[config.mk]
export PLATFORM = sky130hd
export DESIGN_NAME = sh7604_rst_sby_ctrl
export DESIGN_NICKNAME = d
export VERILOG_FILES = /design/src/rtl/sh7604_rst_sby_ctrl.sv
export SDC_FILE = /design/constraint.sdc
export NUM_CORES = 1
export LEC_CHECK = 0
export BUFFER_PORTS_ARGS = -buffer_cell sky130_fd_sc_hd__buf_2
export CAP_MARGIN = 40
export CORE_MARGIN = 2
export CORE_UTILIZATION = 59
export DETAILED_ROUTE_END_ITERATION = 16
export PLACE_DENSITY_LB_ADDON = 0.2
export SYNTH_ARGS = -nofsm -noshare
export SYNTH_HDL_FRONTEND = slang
export SYNTH_SLANG_ARGS = --single-unit
[constraint.sdc]
create_clock -name i_clk -period 2.85 [get_ports i_clk]
set_input_delay 0.4275 -clock i_clk [delete_from_list [all_inputs] [get_ports i_clk]]
set_output_delay 0.4275 -clock i_clk [all_outputs]
set_load 0.1 [all_outputs]
[src/rtl/sh7604_rst_sby_ctrl.sv]
// SH7604 reset and standby sequencer: filters the external reset pin,
// arbitrates WDT reset requests, stretches the internal reset and walks
// the software-standby entry/exit handshake with the WDT.
module sh7604_rst_sby_ctrl #(
  parameter int unsigned FILT_TICKS = 4,
  parameter int unsigned HOLD_TICKS = 16,
  parameter int unsigned WAKE_TMO   = 4096
) (
  input  logic       i_clk,
  input  logic       i_rst,
  input  logic       i_ce_r,
  input  logic       i_en,
  input  logic       i_res_n,
  input  logic       i_nmi,
  input  logic       i_sby_req,
  input  logic       i_pres,
  input  logic       i_mres,
  input  logic       i_wdt_ovf,
  output logic       o_res_n_int,
  output logic       o_man_res,
  output logic [1:0] o_rst_cause,
  output logic       o_sby,
  output logic       o_clk_stop,
  output logic       o_wake
);

  localparam int unsigned MAXP =
    (FILT_TICKS > HOLD_TICKS) ? ((FILT_TICKS > WAKE_TMO) ? FILT_TICKS : WAKE_TMO)
                              : ((HOLD_TICKS > WAKE_TMO) ? HOLD_TICKS : WAKE_TMO);
  localparam int unsigned CW = $clog2(MAXP) + 1;

  localparam logic [CW-1:0] FILT_C    = CW'(FILT_TICKS);
  localparam logic [CW-1:0] HOLD_C    = CW'(HOLD_TICKS);
  localparam logic [CW-1:0] WAKE_C    = CW'(WAKE_TMO);
  localparam logic [CW-1:0] WAKE_LAST = (WAKE_TMO == 0) ? '0 : CW'(WAKE_TMO - 1);

  typedef enum logic [1:0] {
    S_HOLD = 2'd0,
    S_RUN  = 2'd1,
    S_STBY = 2'd2,
    S_WAKE = 2'd3
  } state_t;

  state_t          r_state, w_state_nx;
  logic [1:0]      r_res_sync;
  logic [CW-1:0]   r_filt_cnt, w_filt_nx, w_filt_sat;
  logic [CW-1:0]   r_hold_cnt, w_hold_nx;
  logic [CW-1:0]   r_wake_cnt, w_wake_cnt_nx;
  logic [1:0]      r_cause, w_cause_nx;
  logic            r_man_res, w_man_nx;
  logic            r_wake, w_wake_nx;
  logic            r_nmi_prev;
  logic            w_tick, w_pin_low, w_ext_rst, w_nmi_rise;

  assign w_tick     = i_en & i_ce_r;
  assign w_pin_low  = ~r_res_sync[1];
  assign w_filt_sat = (r_filt_cnt >= FILT_C) ? FILT_C : r_filt_cnt + CW'(1);
  // Acceptance is seen in the same tick that the low count reaches the threshold.
  assign w_ext_rst  = w_pin_low && (w_filt_sat >= FILT_C);
  assign w_nmi_rise = i_nmi & ~r_nmi_prev;

  // Two-flop synchroniser for the asynchronous external reset pin.
  always_ff @(posedge i_clk) begin
    if (i_rst) r_res_sync <= '1;
    else       r_res_sync <= {r_res_sync[0], i_res_n};
  end

  // Next-state, counter and cause arbitration; reset sources dominate every state.
  always_comb begin
    w_state_nx    = r_state;
    w_hold_nx     = r_hold_cnt;
    w_wake_cnt_nx = r_wake_cnt;
    w_cause_nx    = r_cause;
    w_man_nx      = r_man_res;
    w_wake_nx     = 1'b0;
    w_filt_nx     = w_pin_low ? w_filt_sat : '0;

    if (w_ext_rst || i_pres || i_mres) begin
      w_state_nx    = S_HOLD;
      w_hold_nx     = HOLD_C;
      w_wake_cnt_nx = '0;
      if (w_ext_rst) begin
        w_cause_nx = 2'b00;
        w_man_nx   = 1'b0;
      end else if (i_pres) begin
        w_cause_nx = 2'b01;
        w_man_nx   = 1'b0;
      end else begin
        w_cause_nx = 2'b10;
        w_man_nx   = 1'b1;
      end
    end else begin
      case (r_state)
        S_HOLD: begin
          w_hold_nx = (r_hold_cnt != '0) ? r_hold_cnt - CW'(1) : '0;
          if (r_hold_cnt <= CW'(1)) w_state_nx = S_RUN;
        end
        S_RUN: begin
          if (i_sby_req) w_state_nx = S_STBY;
        end
        S_STBY: begin
          if (w_nmi_rise) begin
            w_state_nx    = S_WAKE;
            w_wake_cnt_nx = '0;
          end
        end
        S_WAKE: begin
          if (i_wdt_ovf || (WAKE_TMO != 0 && r_wake_cnt >= WAKE_LAST)) begin
            w_state_nx = S_RUN;
            w_wake_nx  = 1'b1;
          end else if (r_wake_cnt < WAKE_C) begin
            w_wake_cnt_nx = r_wake_cnt + CW'(1);
          end
        end
        default: w_state_nx = S_HOLD;
      endcase
    end
  end

  // State and counter registers, advanced only on enabled rising-phase ticks.
  always_ff @(posedge i_clk) begin
    if (i_rst) begin
      r_state    <= S_HOLD;
      r_hold_cnt <= HOLD_C;
      r_wake_cnt <= '0;
      r_filt_cnt <= '0;
      r_cause    <= 2'b00;
      r_man_res  <= 1'b0;
      r_wake     <= 1'b0;
      r_nmi_prev <= 1'b0;
    end else if (w_tick) begin
      r_state    <= w_state_nx;
      r_hold_cnt <= w_hold_nx;
      r_wake_cnt <= w_wake_cnt_nx;
      r_filt_cnt <= w_filt_nx;
      r_cause    <= w_cause_nx;
      r_man_res  <= w_man_nx;
      r_wake     <= w_wake_nx;
      r_nmi_prev <= i_nmi;
    end
  end

  assign o_res_n_int = (r_state != S_HOLD);
  assign o_sby       = (r_state == S_STBY) || (r_state == S_WAKE);
  assign o_clk_stop  = (r_state == S_STBY);
  assign o_wake      = r_wake;
  assign o_rst_cause = r_cause;
  assign o_man_res   = r_man_res;

endmodule

==> results of run 1 <==
[flip-flops by register name (all words and copies together) (netlist names)]
register	flops
r_filt_cnt	13
r_hold_cnt	13
r_wake_cnt	13
o_rst_cause	2
r_res_sync	2
r_state	2
o_wake	1
r_nmi_prev	1
[through the flow]
| step | cell area, um^2 | worst slack (ns) | cells | power, uW |
|---|---|---|---|---|
| 2_1_floorplan | 2400 | 0.398 | 290 | 787 |
| 3_3_place_gp | 2550 | 0.722 | 350 | 824 |
| 3_5_place_dp | 2550 | 0.647 | 350 | 826 |
| 4_1_cts | 2650 | 0.604 | 358 | 1250 |
| 5_1_grt | 2650 | 0.485 | 358 | 1290 |
| 6_report | 2650 | 0.616 | 358 | 1240 |
[final timing paths]
kind | from | end | slack (ns) | cells after the start
worst max-delay path | r_state[0]$_SDFFE_PP0P_ | r_wake_cnt[4]$_SDFFE_PP0P_ | 0.62 | 6
worst max register to register | r_state[0]$_SDFFE_PP0P_ | r_wake_cnt[4]$_SDFFE_PP0P_ | 0.62 | 6
worst min register to register | r_res_sync[0]$_SDFF_PP1_ | r_res_sync[1]$_SDFF_PP1_ | 0.42 | 1
worst min-delay path | i_res_n | r_res_sync[0]$_SDFF_PP1_ | 0.32 | 2
[cell type report]
type	count	area (um^2)	area share
inverters	23	86.3	0.0326
flip-flops and latches	47	941	0.356
multi-input cells	206	1320	0.497
well taps	50	62.6	0.0236
repair buffers	24	140	0.0530
clock buffers	8	100	0.0378
[logic make-up (layout without fill, tap and decap cells)]
group	count (synthesis)	in the layout	synth area share
AO/OA/AOI/OAI	49	49	0.146
XOR/XNOR	4	4	0.0146
adder cells (fa/ha/maj)	10	10	0.0521
buffers and inverters	37	55	0.0615
flip-flops	47	47	0.392
multiplexers	5	5	0.0208
AND/OR/NAND/NOR	138	138	0.313
[synthesized netlist by cell type (all sizes together), types with 5 or more instances]
cell    count  share of area
dfxtp      47           0.39
buf         5          0.011
ha         10          0.052
mux2i       5          0.021
nand2      21          0.033
a31oi       6          0.016
inv        23          0.036
nor3        8          0.017
o22ai       5          0.013
o21ai       9          0.019
clkbuf      9          0.014
nand3      27          0.061
and3       17          0.044
nor2       26          0.041
a21oi       7          0.015
nand4      12          0.031
[layer usage]
| layer | vias up | part of all wire | GRT usage |
|---|---|---|---|
| met1 | 975 | 0.49 | 0.321 |
| met3 | 4 | 0.031 | 0.0417 |
| li1 | 1078 | - | - |
| met4 | 0 | 0.0089 | 0.0775 |
| met2 | 37 | 0.47 | 0.428 |
| met5 | - | 0 | 0 |
[power by group through the flow]
| stage | logic [uW] | registers, uW | clock network, uW |
|---|---|---|---|
| after floorplan | 81.1 | 706 | 0 |
| after global placement | 128 | 696 | 0 |
| after detailed placement | 129 | 696 | 0 |
| after CTS | 130 | 681 | 441 |
| after global routing | 144 | 684 | 464 |
| final | 131 | 681 | 425 |
[critical path: stages, from the launching register on]
cell and delay, ns:
dfxtp_1 0.40, ha_1 0.32, or3b_1 0.38, a221o_1 0.35
nor3b_4 0.35, nand3_4 0.18, o221ai_2 0.19
==> impl_metrics.toml, run 1 <==
[timing]
min_period_over_period = 0.784
finClkSkew_ns = 0.00412
finalCriticalPeriod_ns = 2.23
rsz0062_at_grt = "no"
timing.setup.tns_ns = 0
fin_hold_ws_ns = 0.319
timing_hold_violations_final = 0
setup_violations = 0
drv_slew = 0
timing.fmax_ghz = 0.448
slew_headroom = 0.596
tightest_slew_ns = 0.605

[global_routing]
grt_max_degree = 30
grt_overflow = 0
grt_pass1_vias = 1946
grt.total_usage = 0.250
grt_pass1_wl_mm = 8.72
antenna_found_initial = 0

[clock_tree]
clockBufferDepth = 2
post_cts_resized = 0
clk_pin_slew_ns = 0.08
h-tree-depth = 2
cts.sinks = 47
cts_root_buffer = "clkbuf_8"
cts_setup_buffers = 0
cts_inserted_buffers = 5
cts_hold_buffers = 0
cts_tree = "yes"
clk_latency_ns = 0.29

[layout]
layout_commonest_cell = "dfxtp_1"
drive_above_1_share = 0.133
n_antenna_cell = 0
nFillCells = 355
final_util = 0.666
area_growth_pct = 10.2
layout_common_cells = "dfxtp_1, nor2_1, nand3_1"
fin_nets = 327

[placed_design]
gp_congestion = 0.845
dp_hpwl_mm = 3.63
port_buffers = 16

[power_and_ir_drop]
power.switching_uw = 304
p_comb_frac = 0.106
p_per_area_nw_per_um2 = 468
p_int_uw = 934
power.leakage_uw = 0.00108
swShare = 0.246
max-vdd-ir-drop_uv = 337
p_clk_frac = 0.344
p_seq_frac = 0.550

[yosys]
avgSynthCellArea_um2 = 8.28
synth-main-ff-cell = "dfxtp_1"
seq_area_frac_synth = 0.392
async_flop_share = 0
synth_warnings = 0
synth_nets = 310
syn_inst = 290
ys_ff_latch = 47
synth_edf_count = 0
synthDistinctLibCells = 50
netlist_area_um2 = 2400

[floorplan]
coreArea_um2 = 3970
design.die.area_um2 = 4600
initial_core_util = 0.605
die_y_um = 67.8
rows = 23
chipWidth_um = 67.8
ios = 17

[detailed_routing]
num_vias = 2094
drc = 0
drt_iter0_markers = 124
vias_per_cell = 5.85
drtPass1Iterations = 4
antenna_left = 0
wl_per_cell_um = 14.4
routed_wl_mm = 5.15

[worst_setup_path]
crit_path_end_kind = "flip-flop"
crit_type = "reg -> reg"
crit_fanout = 8
critPathRequiredTime_ns = 3.07
start_kind = "flip-flop"
critPathArrivalTime_ns = 2.45

[job]
drv_cap = 0

[hold_path]
worstHoldPathType = "in -> reg"

[status]
status = "complete, no violations"
(Power assumes the default switching activity.)
==> run 2: changes to the inputs <==
==> constraint.sdc (replaced) <==
create_clock -name i_clk -period 2.24 [get_ports i_clk]
set_input_delay 0.336 -clock i_clk [delete_from_list [all_inputs] [get_ports i_clk]]
set_output_delay 0.336 -clock i_clk [all_outputs]
set_load 0.1 [all_outputs]
==> impl_metrics.toml, run 2 (same netlist as run 1, synthesis figures left out) <==
[floorplan]
design.die.area_um2 = 4600
initial_core_util = 0.605
rows = 23
coreArea_um2 = 3970
chipWidth_um = 67.8
ios = 17
die_y_um = 67.8

[timing]
min_period_over_period = 0.957
finClkSkew_ns = 0.00995
fin_hold_ws_ns = 0.220
setup_violations = 0
rsz0062_at_grt = "no"
finalCriticalPeriod_ns = 2.14
timing.setup.tns_ns = 0
timing.fmax_ghz = 0.467
timing_hold_violations_final = 0
drv_slew = 0
tightest_slew_ns = 0.489
slew_headroom = 0.676

[worst_setup_path]
start_kind = "flip-flop"
critPathRequiredTime_ns = 2.42
crit_fanout = 11
slowest_delay_ns = 0.42
crit_type = "reg -> reg"
crit_path_end_kind = "flip-flop"
path_delay_family = "compound AO/OA/AOI/OAI gates"
path_cells = "ha_1 > or3b_1 > a221o_1 > a21o_1 > nand3_1 > o221ai_2"
cp.buffers_inverters = 0
critPathArrivalTime_ns = 2.32
crit_slowest_cell = "dfxtp_1"

[status]
status = "complete, no violations"

[clock_tree]
cts_tree = "yes"
cts_root_buffer = "clkbuf_8"
clk_pin_slew_ns = 0.09
clockBufferDepth = 2
h-tree-depth = 2
cts_inserted_buffers = 5
cts_hold_buffers = 0
cts.sinks = 47
clk_latency_ns = 0.30
post_cts_resized = 0

[global_routing]
antenna_found_initial = 0
grt_overflow = 0
grt_pass1_vias = 1949
grt_max_degree = 30
grt_pass1_wl_mm = 8.91
grt.total_usage = 0.258

[placed_design]
port_buffers = 16
gp_congestion = 0.811
dp_hpwl_mm = 3.68
dpl_cell_area_um2 = 2590

[layout]
layout_commonest_cell = "dfxtp_1"
layout_common_cells = "dfxtp_1, nor2_1, nand3_1"
design_area_um2 = 2690
multi_input_area_um2 = 1320
nFillCells = 334
reg_top3 = "r_filt_cnt x13, r_hold_cnt x13, r_wake_cnt x13"
drive_above_1_share = 0.153
n_antenna_cell = 0
area_growth_pct = 12.1
fin_nets = 333
regArea_um2 = 941

[detailed_routing]
vias_per_cell = 5.77
drt_iter0_markers = 111
drtPass1Iterations = 4
num_vias = 2102
routed_wl_mm = 5.22
antenna_left = 0
wl_per_cell_um = 14.3
drc = 0

[power_and_ir_drop]
max-vdd-ir-drop_uv = 416
finalPower_uw = 1540
p_per_area_nw_per_um2 = 572
power.leakage_uw = 0.00111

[job]
drv_cap = 0

[hold_path]
worstHoldPathType = "in -> reg"
-- run 2: cell count changes in the layout (fill, tap and decap cells not counted), sizes merged --
cell / delta
buf: +6
clkinvlp: +1
clkinv: +1
clkbuf: -2
-- run 2: layer usage --
metal | part of all wire | GRT usage
met4 | 0.011 | 0.0875
met3 | 0.044 | 0.0583
met5 | 0 | 0
met2 | 0.45 | 0.418
met1 | 0.50 | 0.339
-- run 2: report_power, final --
group          leakage [uW]  internal, uW  switching (uW)
Clock             0.0000412           219             286
Combinational      0.000685          58.8             109
Sequential         0.000380           851            16.4
Total               0.00111          1130             411
-- run 2: what timing repair did --
item                                    in CTS  in global routing
endpoints found under the setup margin       0                  2
endpoints found under the hold margin        0                  0
setup buffers                                0                  2
-- run 2: path summary, 6_finish.rpt --
path                       startpoint                     endpoint  slack [ns]  depth (start not counted)
max reg2reg   r_state[0]$_SDFFE_PP0P_  r_wake_cnt[10]$_SDFFE_PP0P_         0.1                          6
min                           i_res_n     r_res_sync[0]$_SDFF_PP1_        0.22                          2
max           r_state[0]$_SDFFE_PP0P_  r_wake_cnt[10]$_SDFFE_PP0P_         0.1                          6
min reg2reg  r_res_sync[0]$_SDFF_PP1_     r_res_sync[1]$_SDFF_PP1_        0.42                          1
-- run 2: final cells by class --
class                   instances  area share
multi-input cells             206       0.490
flip-flops and latches         47       0.350
repair buffers                 30      0.0735
inverters                      23      0.0321
clock buffers                   6      0.0270
well taps                      50      0.0232
clock inverters                 2     0.00465
-- run 2: through the flow --
| stage | worst slack, ns | instances | utilization |
|---|---|---|---|
| 6_report | 0.0970 | 364 | 0.678 |
| 4_1_cts | 0.105 | 362 | 0.674 |
| 2_1_floorplan | 0.104 | 290 | - |
| 3_3_place_gp | 0.208 | 354 | 0.652 |
| 3_5_place_dp | 0.124 | 354 | 0.652 |
| 5_1_grt | 0.0197 | 364 | 0.678 |
